===== config.mk =====
export PLATFORM = sky130hd
export DESIGN_NAME = ray_dir_issuer
export DESIGN_NICKNAME = d
export VERILOG_FILES = /design/src/rtl/ray_dir_issuer_pkg.sv /design/src/rtl/ray_dir_issuer_credit_counter.sv /design/src/rtl/ray_dir_issuer.sv
export SDC_FILE = /design/constraint.sdc
export NUM_CORES = 1
export LEC_CHECK = 0
export CORE_MARGIN = 2
export CORE_UTILIZATION = 41
export DETAILED_ROUTE_END_ITERATION = 6
export PLACE_DENSITY_LB_ADDON = 0.12
export SYNTH_ARGS = -nofsm -noshare
export SYNTH_HDL_FRONTEND = slang
export SYNTH_SLANG_ARGS = --single-unit

===== constraint.sdc =====
create_clock -name clk -period 4.85 [get_ports clk]
set_input_delay 0.97 -clock clk [delete_from_list [all_inputs] [get_ports clk]]
set_output_delay 0.97 -clock clk [all_outputs]
set_load 0.005 [all_outputs]

===== src/rtl/ray_dir_issuer_pkg.sv =====
// Shared types for the ray direction issuer: tagged direction word, FSM states,
// component/tag widths (WIDTH, Q_BITS, TAG_SIZE macros) and the tag increment helper.
`ifndef WIDTH
`define WIDTH 16
`endif
`ifndef Q_BITS
`define Q_BITS 8
`endif
`ifndef TAG_SIZE
`define TAG_SIZE 5
`endif

package ray_dir_issuer_pkg;

    localparam int WIDTH        = `WIDTH;
    localparam int TAG_SIZE     = `TAG_SIZE;
    localparam int MAX_INFLIGHT = 24;
    localparam int CNT_W        = $clog2(MAX_INFLIGHT + 1);

    typedef struct packed {
        logic [TAG_SIZE-1:0] tag;
        logic [WIDTH-1:0]    x;
        logic [WIDTH-1:0]    y;
        logic [WIDTH-1:0]    z;
    } TaggedDirection;

    typedef enum logic [1:0] {
        ACTIVE,
        DRAIN,
        DONE
    } issuer_state_t;

    // Tags wrap naturally at 2**TAG_SIZE because the sum is truncated to TAG_SIZE bits.
    function automatic logic [TAG_SIZE-1:0] tag_inc(input logic [TAG_SIZE-1:0] t);
        return t + 1'b1;
    endfunction

endpackage


===== src/rtl/ray_dir_issuer_credit_counter.sv =====
// Outstanding-request counter for the issuer: +1 on issue, -1 on return,
// unchanged when both happen together, never drops below zero.
// has_credit looks at the value the count will hold after this cycle, so the
// issuer can register its ready flag without a combinational path from valid.
module ray_dir_issuer_credit_counter
    import ray_dir_issuer_pkg::*;
(
    input  logic             clk,
    input  logic             reset,
    input  logic             inc,
    input  logic             dec,
    output logic [CNT_W-1:0] count,
    output logic             has_credit
);

    localparam logic [CNT_W-1:0] MAX_CNT = CNT_W'(MAX_INFLIGHT);

    logic [CNT_W-1:0] count_next;

    // Next count: a lone return at zero is a stray result and leaves the count at zero.
    always_comb begin
        count_next = count;
        if (inc && !dec && count != MAX_CNT) begin
            count_next = count + 1'b1;
        end else if (dec && !inc && count != '0) begin
            count_next = count - 1'b1;
        end
        has_credit = (count_next < MAX_CNT);
    end

    // Hold the outstanding count.
    always_ff @(posedge clk or posedge reset) begin
        if (reset) begin
            count <= '0;
        end else begin
            count <= count_next;
        end
    end

endmodule


===== src/rtl/ray_dir_issuer.sv =====
// Transmit side of the inverted-direction pipe: stamps incoming directions with
// sequential tags, issues them as one-cycle start pulses, caps outstanding work at
// MAX_INFLIGHT, forwards in-order results and supports a drain/flush handshake.
// Optional macro RAY_ISSUER_TAG_CHECK_EN adds a sticky tag/credit error checker.
module ray_dir_issuer
    import ray_dir_issuer_pkg::*;
(
    input  logic             clk,
    input  logic             reset,
    input  logic             dir_valid_in,
    output logic             dir_ready_out,
    input  logic [WIDTH-1:0] dir_x_in,
    input  logic [WIDTH-1:0] dir_y_in,
    input  logic [WIDTH-1:0] dir_z_in,
    input  logic             flush_in,
    output logic             start_out,
    output TaggedDirection   direction_out,
    input  logic             inv_valid_in,
    input  TaggedDirection   inv_dir_in,
    output logic             res_valid_out,
    output TaggedDirection   res_dir_out,
    output logic [CNT_W-1:0] inflight_out,
    output logic             flush_done_out,
    output logic             tag_error_out
);

    issuer_state_t       state;
    issuer_state_t       state_next;
    logic [TAG_SIZE-1:0] next_tag;
    logic                has_credit;
    logic                accept;

    assign accept = dir_valid_in & dir_ready_out;

    ray_dir_issuer_credit_counter u_credit (
        .clk        (clk),
        .reset      (reset),
        .inc        (accept),
        .dec        (inv_valid_in),
        .count      (inflight_out),
        .has_credit (has_credit)
    );

    // Flush sequencing: drain waits for the registered count to reach zero, DONE lasts one cycle.
    always_comb begin
        state_next = state;
        case (state)
            ACTIVE:  if (flush_in) state_next = DRAIN;
            DRAIN:   if (inflight_out == '0) state_next = DONE;
            DONE:    state_next = ACTIVE;
            default: state_next = ACTIVE;
        endcase
    end

    // FSM state plus registered ready and flush-done, both derived from next-cycle state.
    always_ff @(posedge clk or posedge reset) begin
        if (reset) begin
            state          <= ACTIVE;
            dir_ready_out  <= 1'b0;
            flush_done_out <= 1'b0;
        end else begin
            state          <= state_next;
            dir_ready_out  <= (state_next == ACTIVE) && has_credit;
            flush_done_out <= (state_next == DONE);
        end
    end

    // Issue path: tag each accepted direction and pulse start; direction holds between issues.
    always_ff @(posedge clk or posedge reset) begin
        if (reset) begin
            start_out     <= 1'b0;
            direction_out <= '0;
            next_tag      <= '0;
        end else begin
            start_out <= accept;
            if (accept) begin
                direction_out <= {next_tag, dir_x_in, dir_y_in, dir_z_in};
                next_tag      <= tag_inc(next_tag);
            end
        end
    end

    // Return path: results pass through one register stage untouched.
    always_ff @(posedge clk or posedge reset) begin
        if (reset) begin
            res_valid_out <= 1'b0;
            res_dir_out   <= '0;
        end else begin
            res_valid_out <= inv_valid_in;
            if (inv_valid_in) begin
                res_dir_out <= inv_dir_in;
            end
        end
    end

`ifdef RAY_ISSUER_TAG_CHECK_EN
    logic [TAG_SIZE-1:0] exp_tag;

    // Results must come back in issue order; out-of-order tags or stray returns latch an error.
    always_ff @(posedge clk or posedge reset) begin
        if (reset) begin
            exp_tag       <= '0;
            tag_error_out <= 1'b0;
        end else if (inv_valid_in) begin
            if (inv_dir_in.tag != exp_tag || inflight_out == '0) begin
                tag_error_out <= 1'b1;
            end
            exp_tag <= tag_inc(exp_tag);
        end
    end
`else
    assign tag_error_out = 1'b0;
`endif

endmodule

# Word level (Yosys, flattened, before mapping)
# Index checks and enable logic that the tools add are counted.
# totals
mem_bits_rw,0
register_bits,122
latchBits,0
output_inout_bits,116
romBits,0
in_bits,106
n_memories,0
wordCells,39
# classes
n_eq_ne,3
n_reduce_logical,11
magnitude_cmp,1
shifts,0
div_mod_pow,0
bitwise_logic,1
multipliers,0
n_mux,5
n_addsub,3
# ops
cell,n
"5-bit by 1-bit adder with 5-bit output, second input constant",2
5-bit 2-to-1 mux,2
1-bit logical AND,5
5-bit logical NOT,1
"5-bit less-than comparator, second input constant",1
"5-bit != test, second input constant",1
5-bit nonzero test,1
"5-bit by 1-bit subtractor with 5-bit output, second input constant",1
2-bit logical NOT,2
2-bit 2-to-1 mux,2
2-bit one-hot mux with 2 select lines,1
"2-bit by 1-bit equality test with 1-bit output, second input constant",1
"2-bit equality test, second input constant",1
1-bit logical NOT,2
1-bit bitwise AND,1

# Depth between registers and ports, before layout
# Gate-level depths: netlist of the first run.
# depth
ltp_word,8
ltp_mapped,6
ltp_nobuf,6

# By module
# A second synthesis of the first run with hierarchy kept.
# hier_totals
hier_cells,294
area_unflattened_um2,4755.8
# modules_own_cells
mod,n_inst,seq_area_each_um2,area_each_um2,cells_per_inst
ray_dir_issuer,1,2927.8,4377.9,255
ray_dir_issuer_credit_counter,1,125.1,377.9,39

# Worst setup path before layout of the first run
# No wires, ideal clock.
# synth_path
kind,input-to-reg
startpoint,input port inv_valid_in
endpoint,register u_credit.count[3]
slack_ps,2770
cell_stages,5
required_time_ps,4731
setup_time_ps,119
path_buffers,1
arrival_time_ps,1961
cell_sequence,buf_4 and4b_1 and3_1 or3_1 and2_1
# synth_between
elab_chain_len,4
elab_cells_between_ends,7
cone_classes,2 x mux; 5 x reduce/logical
# synth_lines
item,line_no,source
start: declaration,ray_dir_issuer.sv:18,"input logic inv_valid_in,"
1-bit logical AND or 1-bit logical NOT (tied branches),"ray_dir_issuer_credit_counter.sv:25, ray_dir_issuer_credit_counter.sv:23",
1-bit logical AND (on tied branches),"ray_dir_issuer_credit_counter.sv:25, ray_dir_issuer_credit_counter.sv:23",
5-bit 2-to-1 mux or 1-bit logical AND (tied branches),"ray_dir_issuer_credit_counter.sv:25, ray_dir_issuer_credit_counter.sv:23",
5-bit 2-to-1 mux *,ray_dir_issuer_credit_counter.sv:23,if (inc && !dec && count != MAX_CNT) begin
net u_credit.count_next[3],ray_dir_issuer_credit_counter.sv:18,logic [CNT_W-1:0] count_next;
end signal: assignment,ray_dir_issuer_credit_counter.sv:36,count <= count_next;
end: declaration,ray_dir_issuer_credit_counter.sv:12,"output logic [CNT_W-1:0] count,"
# The timed path passes the listed nets; every way through them passes the cells marked *.
# A chain may end at the register's enable or synchronous reset.

# Worst setup path after layout of the first run
# layout_path
startpoint,input port dir_valid_in
endpoint,register direction_out[30] (netlist bit)
# layout_between
elab_chain_len,1
# layout_lines
item,line_no,source
start: declaration,ray_dir_issuer.sv:10,"input logic dir_valid_in,"
1-bit bitwise AND,ray_dir_issuer.sv:33,assign accept = dir_valid_in & dir_ready_out;
end signal: assignment,ray_dir_issuer.sv:77,"direction_out <= {next_tag, dir_x_in, dir_y_in, dir_z_in};"
end: declaration,ray_dir_issuer.sv:17,"output TaggedDirection direction_out,"
# No other way between the ends.

==> results of run 1 <==
## critical path, stage by stage
cell and delay, ps:
clkdlybuf4s50_1 500, nand2_1 140, inv_2 500, buf_4 360, mux2_2 370
## cell usage after synthesis (all sizes together), types with 2 or more instances
cell       n  area share (%)
and2       3            0.40
o21ai      2            0.21
and4b      2            0.43
or2        2            0.27
clkbuf     5            0.40
a2111oi    2            0.37
nor2       6            0.48
mux2     107              26
buf        8            0.96
xnor2      6             1.1
nand4      2            0.27
ha         4             1.1
inv        5            0.40
or3        3            0.40
nand2      5            0.40
dfrtp    122              65
and3       2            0.27
## worst max path at each step
| stage | from | to | slack, ps | cells past startpoint |
|---|---|---|---|---|
| 6_report | dir_valid_in | direction_out[30] | 2290 | 5 |
| 3_3_place_gp | dir_valid_in | direction_out[15] | 1910 | 5 |
| 4_1_cts | dir_valid_in | direction_out[35] | 2280 | 5 |
| 5_1_grt | dir_valid_in | direction_out[34] | 2130 | 5 |
| 2_1_floorplan | reset | dir_ready_out | 640 | 1 |
| 3_5_place_dp | dir_valid_in | direction_out[35] | 1850 | 5 |
## placed cells by master, fill, tap and decap left out, types with 2 or more instances in the layout
master | synthesis | final
bufinv_16 | 0 | 3
clkinv_4 | 0 | 2
o21ai_0 | 2 | 2
or3_1 | 3 | 3
clkinv_2 | 0 | 3
clkbuf_1 | 5 | 2
ha_1 | 4 | 4
nand2_1 | 5 | 5
xnor2_1 | 6 | 6
buf_4 | 2 | 5
nor2_1 | 6 | 6
and2_1 | 3 | 3
clkbuf_16 | 0 | 17
and4b_1 | 2 | 2
clkbuf_8 | 0 | 2
mux2_2 | 107 | 107
a2111oi_0 | 2 | 2
clkinvlp_4 | 0 | 3
and3_1 | 2 | 2
clkdlybuf4s50_1 | 0 | 219
inv_1 | 5 | 3
dfrtp_1 | 122 | 122
nand4_1 | 2 | 2
## registers in the layout, summed over array words and instances (netlist names)
signal / flops
direction_out: 53
flush_done_out: 1
u_credit.count: 5
next_tag: 5
res_dir_out: 53
start_out: 1
res_valid_out: 1
state: 2
dir_ready_out: 1
## cells by family (layout without fill, tap and decap cells)
logic type                 Yosys count  in the layout  synth area share (%)
DFF                                122            122                 65.24
muxes                              108            108                 25.96
and+or+nand+nor                     27             27                 3.236
buffers and inverters               18            262                 1.765
AOI/OAI and AO/OA                    8              8                 1.524
xor gates and xnor gates             6              6                 1.123
adders and majority gates            4              4                 1.070
other                                1              1               0.08014
## cell type report
class,instances,area [µm²]
multi-input combinational,154,1544
timing repair buffer,225,2235
clock inverter,11,145.1
sequential,122,3053
tap,143,178.9
inverter,5,21.27
fill,845,3635
clock buffer,21,460.4
## per-layer routing
metal / part of all wire, % / GRT usage (%) / vias up
li1: - / - / 1496
met1: 42 / 23.03 / 1609
met2: 45 / 29.41 / 166
met3: 11 / 8.365 / 21
met4: 2.3 / 8.417 / 0
met5: 0 / 0 / -
## stage by stage
step	hold WS, ps	cells	utilization [%]
global placement	439.4	649	62.38
CTS	449.5	681	67.75
floorplan	424.9	294	-
finish	449.5	681	67.75
global route	505.1	681	67.75
detailed placement	439.4	649	62.38
## where the power goes
part	leakage, nW	total, W	switching [W]	internal (W)
Combinational	1.47	0.00113	0.000337	0.000795
Sequential	1.48	0.00148	0.000177	0.00130
Clock	0.289	0.00127	0.000439	0.000833
Total	3.25	0.00389	0.000953	0.00293
==> reports/results.ini, run 1 <==
[timing]
max_clock_freq_mhz = 390.3
min_period_ps = 2562
max_slew_margin_pct = 49.51
slew_viol_final = 0
worst_pin_slew_ps = 757.4
final_hold_viol_count = 0
rsz0062_at_grt = no
tns_ps = 0
fin_skew_ps = 6.423
finalWorstSetupSlack_ps = 2288
setup_viol = 0
fin_crit_sh_pct = 52.83

[routing]
ant_nets = 0
drc = 0
wirelength_um = 11040
vias_per_cell = 4.834
wl_per_cell_um = 16.22
drt-initial-drc-count = 96
vias = 3292
drt_first_pass_iters = 4

[setup_path]
reg2reg_depth = 4
cp.required_ps = 5140
critPathLaunchType = primary input
critPathMaxFanout = 32
r2r-end = direction_out[30]
endpoint_kind = flop
cp.arrival_ps = 2850
reg2reg_slack_ps = 2970
critPathKind = in -> reg
r2r_start = dir_ready_out

[place]
place.gp.congestion = 0.7933
dp_slack_ps = 1852
place_area_um2 = 7032
port_buffers = 220
post-dp-hpwl_um = 8064

[cts]
cts_buffers = 17
cts_tree = yes
cts_buffer_depth = 2
clkTransAtPathRegs_ps = 50
cts_root_buf = clkbuf_16
ctsResizeCount = 0
clock_sinks = 122
cts_max_level = 4
postCtsHoldBufs = 0
postCtsSetupRepairBufs = 0
clock_latency_ps = 400

[layout]
nNetsFinal = 635
post_route_cells_drive_above_1_share_pct = 27.70
areaGrowthSynthToFinish_pct = 63.21
stdcell_area_um2 = 7637
diodes = 0

[pwr]
p_leak_nw = 3.247
p_total_w = 0.003887
vdd_drop_max_uv = 282.8
power_density_nw_per_um2 = 508.9

[floorplanning]
dieWidth_um = 110.8
num_rows = 39
fp.dieH_um = 110.8
die_area_um2 = 12280
start_util_pct = 41.51
io_pins = 222
core_area_um2 = 11270

[yosys]
syn_area_um2 = 4679
ys_seq_area_share_pct = 65.24
ys_ff_latch = 122
synth_edf_count = 0
avgSynthCellArea_um2 = 15.92
ys.flop_type = dfrtp_1
yosysUniqueCellTypes = 27
async_flop_share_pct = 100.0
synth_warnings = 0
synthCells = 294
syn_nets = 404

[job]
drv_cap = 0

[global_routing]
grt_pass1_wl_um = 18330
grt-ovfl-total = 0
grt_max_degree = 63
grt.total_usage_pct = 18.98
antenna_found_initial = 0
grt_pass1_vias = 3628

[outcome]
outcome = complete, no violations

[hold_path]
min_path_type = reg -> reg
hold_end = flush_done_out
whs_path_depth = 1
hp-start = state[1]

Power figures use the tool's default switching activity.
==> inputs of run 2 (changes only) <==
==> constraint.sdc (replaced) <==
create_clock -name clk -period 2.65 [get_ports clk]
set_input_delay 0.53 -clock clk [delete_from_list [all_inputs] [get_ports clk]]
set_output_delay 0.53 -clock clk [all_outputs]
set_load 0.005 [all_outputs]
==> run 2 against run 1 <==
Effect of this change: sequential power grew 84%; sequential share of layout area fell by 0.29 points; design area increased by 0.74%; first-iteration DRC count grew 9.4%; cell count fell by 0.15%.
==> reports/results.ini, run 2 (same netlist as run 1, synthesis figures left out) <==
[timing]
max_clock_freq_mhz = 516.3
fin_skew_ps = 5.178
final_hold_viol_count = 0
rsz0062_at_grt = no
setup_viol = 0
min_period_ps = 1937
finalWorstSetupSlack_ps = 713.2
tns_ps = 0
max_slew_margin_pct = 55.01
slew_viol_final = 0
fin_crit_sh_pct = 73.09
worst_pin_slew_ps = 674.9

[setup_path]
reg2reg_slack_ps = 800
cp.arrival_ps = 1410
crit_chain = clkdlybuf4s50_1
max_stage_delay_ps = 550
critPathKind = reg -> out
slowest_stage = clkdlybuf4s50_1
endpoint_kind = output pin
critical-path-top-delay-family = buffers and inverters
critPathLaunchType = flop
cp.required_ps = 2120
path_buf_inv = 1
critPathMaxFanout = 7

[global_routing]
grt_busiest_layer = met2
grt_pass1_vias = 3518
grt_pass1_wl_um = 18170
use_met3_pct = 10.99
use_met1_pct = 21.62
use_met2_pct = 29.73
grt.total_usage_pct = 19.12
grt_max_degree = 54
grt-ovfl-total = 0
antenna_found_initial = 0

[layout]
post_route_cells_drive_above_1_share_pct = 27.19
final_common_cell = clkdlybuf4s50_1
areaGrowthSynthToFinish_pct = 64.41
fin_util_pct = 68.25
top_regs = direction_out: 53 flops, res_dir_out: 53 flops
mostFrequentLayoutCells = 219 x clkdlybuf4s50_1, 122 x dfrtp_1, 107 x mux2_2
stdcell_count = 680
diodes = 0
nNetsFinal = 635

[routing]
vias_per_cell = 4.794
wl_per_cell_um = 16.76
wirelength_um = 11400
drt_first_pass_iters = 4
vias = 3260
ant_nets = 0
drt-initial-drc-count = 105
drc = 0

[floorplanning]
core_area_um2 = 11270
start_util_pct = 41.51
die_area_um2 = 12280
dieWidth_um = 110.8
num_rows = 39
io_pins = 222
fp.dieH_um = 110.8

[pwr]
p_int_w = 0.005471
vdd_drop_max_uv = 462.0
switchingPower_w = 0.001723
power_density_nw_per_um2 = 935.1
p_clk_share_pct = 33.1
sequentialPowerShare_pct = 37.8
p_leak_nw = 3.265
swShare_pct = 23.95
p_comb_share_pct = 29.1

[cts]
cts_max_level = 4
postCtsSetupRepairBufs = 0
ctsResizeCount = 0
clock_latency_ps = 400
cts_buffer_depth = 2
cts_tree = yes
cts_buffers = 17
clkTransAtPathRegs_ps = 50
postCtsHoldBufs = 0
cts_root_buf = clkbuf_16
clock_sinks = 122

[place]
port_buffers = 220
place.gp.congestion = 0.8134
place_inst = 649
post-dp-hpwl_um = 8269
dp_slack_ps = 433.7

[hold_path]
min_path_type = in -> reg

[outcome]
outcome = complete, no violations

[job]
drv_cap = 0

run 2: cell count changes in the layout (fill, tap and decap cells not counted):
cell	previous run	this run
buf_12	0	4
bufinv_16	3	4
clkinv_4	2	0
clkinvlp_4	3	2
inv_4	1	0
clkbuf_1	2	4
buf_4	5	1
run 2: power by group through the flow:
| stage | clock network [W] | registers (W) | logic [W] |
|---|---|---|---|
| 2_1_floorplan | 0 | 0.00274 | 0.000758 |
| 3_3_place_gp | 0 | 0.00274 | 0.00207 |
| 3_5_place_dp | 0 | 0.00275 | 0.00212 |
| 4_1_cts | 0.00244 | 0.00273 | 0.00213 |
| 5_1_grt | 0.00252 | 0.00280 | 0.00224 |
| 6_report | 0.00238 | 0.00272 | 0.00209 |
run 2: final timing paths:
| check | startpoint | end | cells past startpoint |
|---|---|---|---|
| max | u_credit.count[2] | inflight_out[2] | 1 |
| min | inv_valid_in | res_valid_out | 1 |
| max reg2reg | u_credit.count[0] | u_credit.count[1] | 6 |
| min reg2reg | state[1] | flush_done_out | 1 |
| max in group asynchronous | reset | res_dir_out[26] | 3 |
| min in group asynchronous | reset | direction_out[26] | 2 |
run 2: final cells by class:
type                            instances  area, µm²
Sequential cell                       122       3053
Inverter                                5      22.52
Multi-Input combinational cell        154       1544
Clock buffer                           23      467.9
Fill cell                             851       3578
Timing Repair Buffer                  225       2285
Tap cell                              143      178.9
Clock inverter                          8      142.6
run 2: layer usage:
metal / part of all wire [%] / wire, µm
met2: 47 / 5332
met4: 1.9 / 216
met1: 39 / 4429
met5: 0 / 0
met3: 12 / 1419
run 2: worst register-to-register path, stage by stage (launching register included):
cell and delay, ps:
dfrtp_1 410, inv_1 130, ha_1 220, nor4b_1 490, or2_2 220, mux2i_1 60
a31o_2 210
run 2: metrics by stage:
| step | instance area [µm²] | total power [W] | hold WS [ps] |
|---|---|---|---|
| final | 7694 | 0.007194 | 299.6 |
| after global placement | 7083 | 0.004808 | 436.9 |
| after global routing | 7694 | 0.007557 | 294.2 |
| after floorplan | 4683 | 0.003498 | 424.9 |
| after detailed placement | 7083 | 0.004872 | 437.6 |
| after CTS | 7694 | 0.007294 | 282.3 |
==> inputs of run 3 (changes only) <==
==> constraint.sdc (replaced) <==
create_clock -name clk -period 1.8 [get_ports clk]
set_input_delay 0.36 -clock clk [delete_from_list [all_inputs] [get_ports clk]]
set_output_delay 0.36 -clock clk [all_outputs]
set_load 0.005 [all_outputs]
==> run 3 against run 2 <==
Effect of this change: setup slack worse by 650 ps; combinational power is 52% higher; clock power is 28% higher; non-clock buffer count is 6 higher; critical path depth stayed put; flip-flop and latch count stayed put; first-iteration DRC count is 37% lower; utilization is 0.12 points lower; largest cell class unchanged; highest routed layer unchanged; design area is 0.18% lower.
==> reports/results.ini, run 3 (same netlist as run 1, synthesis figures left out) <==
[outcome]
outcome = complete, no violations

[routing]
vias_per_cell = 4.832
wl_per_cell_um = 16.55
vias = 3315
ant_nets = 0
drc = 0
drt-initial-drc-count = 66
drt_first_pass_iters = 4
wirelength_um = 11350

[timing]
min_period_ps = 1735
final_hold_viol_count = 0
rsz0062_at_grt = no
slew_viol_final = 0
max_clock_freq_mhz = 576.4
fin_crit_sh_pct = 96.38
setup_viol = 0
fin_skew_ps = 5.490

[setup_path]
cp.depth = 1
max_stage_delay_ps = 540
cp.required_ps = 1440
reg2reg_depth = 5
critPathKind = reg -> out
reg2reg_slack_ps = 140
worstSetupEndpoint = inflight_out[4]
critPathLaunchType = flop
slowest_stage = clkdlybuf4s50_1
crit_chain = clkdlybuf4s50_1
path_buf_inv = 1
endpoint_kind = output pin
r2r_start = u_credit.count[0]
r2r-end = u_credit.count[3]
critPathMaxFanout = 6
setup.worst_path.start = u_credit.count[4]
cp.arrival_ps = 1370
critical-path-top-delay-family = buffers and inverters

[cts]
cts_buffers = 17
cts_root_buf = clkbuf_16
cts_buffer_depth = 2
clkTransAtPathRegs_ps = 50
clock_sinks = 122
postCtsSetupRepairBufs = 0
cts_max_level = 4
cts_tree = yes
clock_latency_ps = 410

[floorplanning]
num_rows = 39
dieWidth_um = 110.8
io_pins = 222
die_area_um2 = 12280
fp.dieH_um = 110.8
core_area_um2 = 11270
start_util_pct = 41.51

[layout]
fin_util_pct = 68.13
nNetsFinal = 641
final_common_cell = clkdlybuf4s50_1
mostFrequentLayoutCells = 218 x clkdlybuf4s50_1, 120 x dfrtp_1, 107 x mux2_2
post_route_cells_drive_above_1_share_pct = 27.99
stdcell_area_um2 = 7680
diodes = 0
areaGrowthSynthToFinish_pct = 64.12
top_regs = direction_out: 53 flops, res_dir_out: 53 flops

[pwr]
p_comb_share_pct = 31.2
vdd_drop_max_uv = 796.7
sequentialPowerShare_pct = 39.0
p_leak_nw = 3.269
p_clk_share_pct = 29.9
p_total_w = 0.01020
power_density_nw_per_um2 = 1328
switchingPower_w = 0.002493
swShare_pct = 24.46
p_int_w = 0.007702

[global_routing]
grt_pass1_vias = 3625
grt-ovfl-total = 0
grt_max_degree = 90
grt_pass1_wl_um = 18410
grt.total_usage_pct = 19.49
antenna_found_initial = 0

[place]
place_area_um2 = 7128
port_buffers = 220
place.gp.congestion = 0.7972
post-dp-hpwl_um = 8162

[job]
drv_cap = 0

[hold_path]
min_path_type = in -> reg

## run 3: cell types whose count changed in the layout (fill, tap and decap cells not counted), moves of 3 or more
| cell | delta |
|---|---|
| bufinv_16 | -4 |
| clkbuf_1 | +3 |
| buf_4 | +6 |
| clkbuf_8 | +4 |
## run 3: what timing repair did
| action | CTS | global route |
|---|---|---|
| endpoints found under the setup margin | 1 | 5 |
| resized for setup | 1 | 5 |
| hold buffers | 0 | 0 |
## run 3: final cells by class
class	count	area [µm²]
fillers	830	3592
flip-flops and latches	122	3055
repair buffers	231	2332
multi-input cells	154	1551
clock buffers	30	534.3
well taps	143	178.9
inverters	5	22.52
clock inverters	1	5.005
## run 3: worst min path at each step
stage | from | to | slack (ps) | depth (start not counted)
floorplan | inv_valid_in | res_valid_out | 390 | 0
global placement | state[1] | flush_done_out | 440 | 1
detailed placement | state[1] | flush_done_out | 440 | 1
CTS | inv_valid_in | res_valid_out | 120 | 1
global route | inv_valid_in | res_valid_out | 120 | 1
finish | inv_valid_in | res_valid_out | 150 | 1
## run 3: stage by stage
step / hold WS [ps] / std cells / setup TNS [ps] / worst slack (ps)
after floorplan: 391.4 / 294 / -6994 / -57.32
after global placement: 440.7 / 655 / -572.3 / -133.2
after detailed placement: 443.9 / 655 / -1244 / -219.4
after CTS: 118.7 / 686 / 0 / 4.788
after global routing: 124.6 / 686 / 0 / 7.871
final: 146.7 / 686 / 0 / 65.20
## run 3: power by group through the flow
stage | Clock, W | Combinational, W | Sequential, W
after detailed placement | 0 | 0.00321 | 0.00401
after CTS | 0.00313 | 0.00323 | 0.00398
after global routing | 0.00324 | 0.00341 | 0.00410
after floorplan | 0 | 0.00112 | 0.00403
final | 0.00305 | 0.00318 | 0.00397
after global placement | 0 | 0.00315 | 0.00398
## run 3: routing by layer
metal | GRT usage, % | share of wire (%) | vias up
li1 | - | - | 1509
met1 | 20.17 | 37 | 1627
met2 | 31.74 | 49 | 160
met3 | 11.32 | 12 | 19
met4 | 9.333 | 2.1 | 0
met5 | 0 | 0 | -
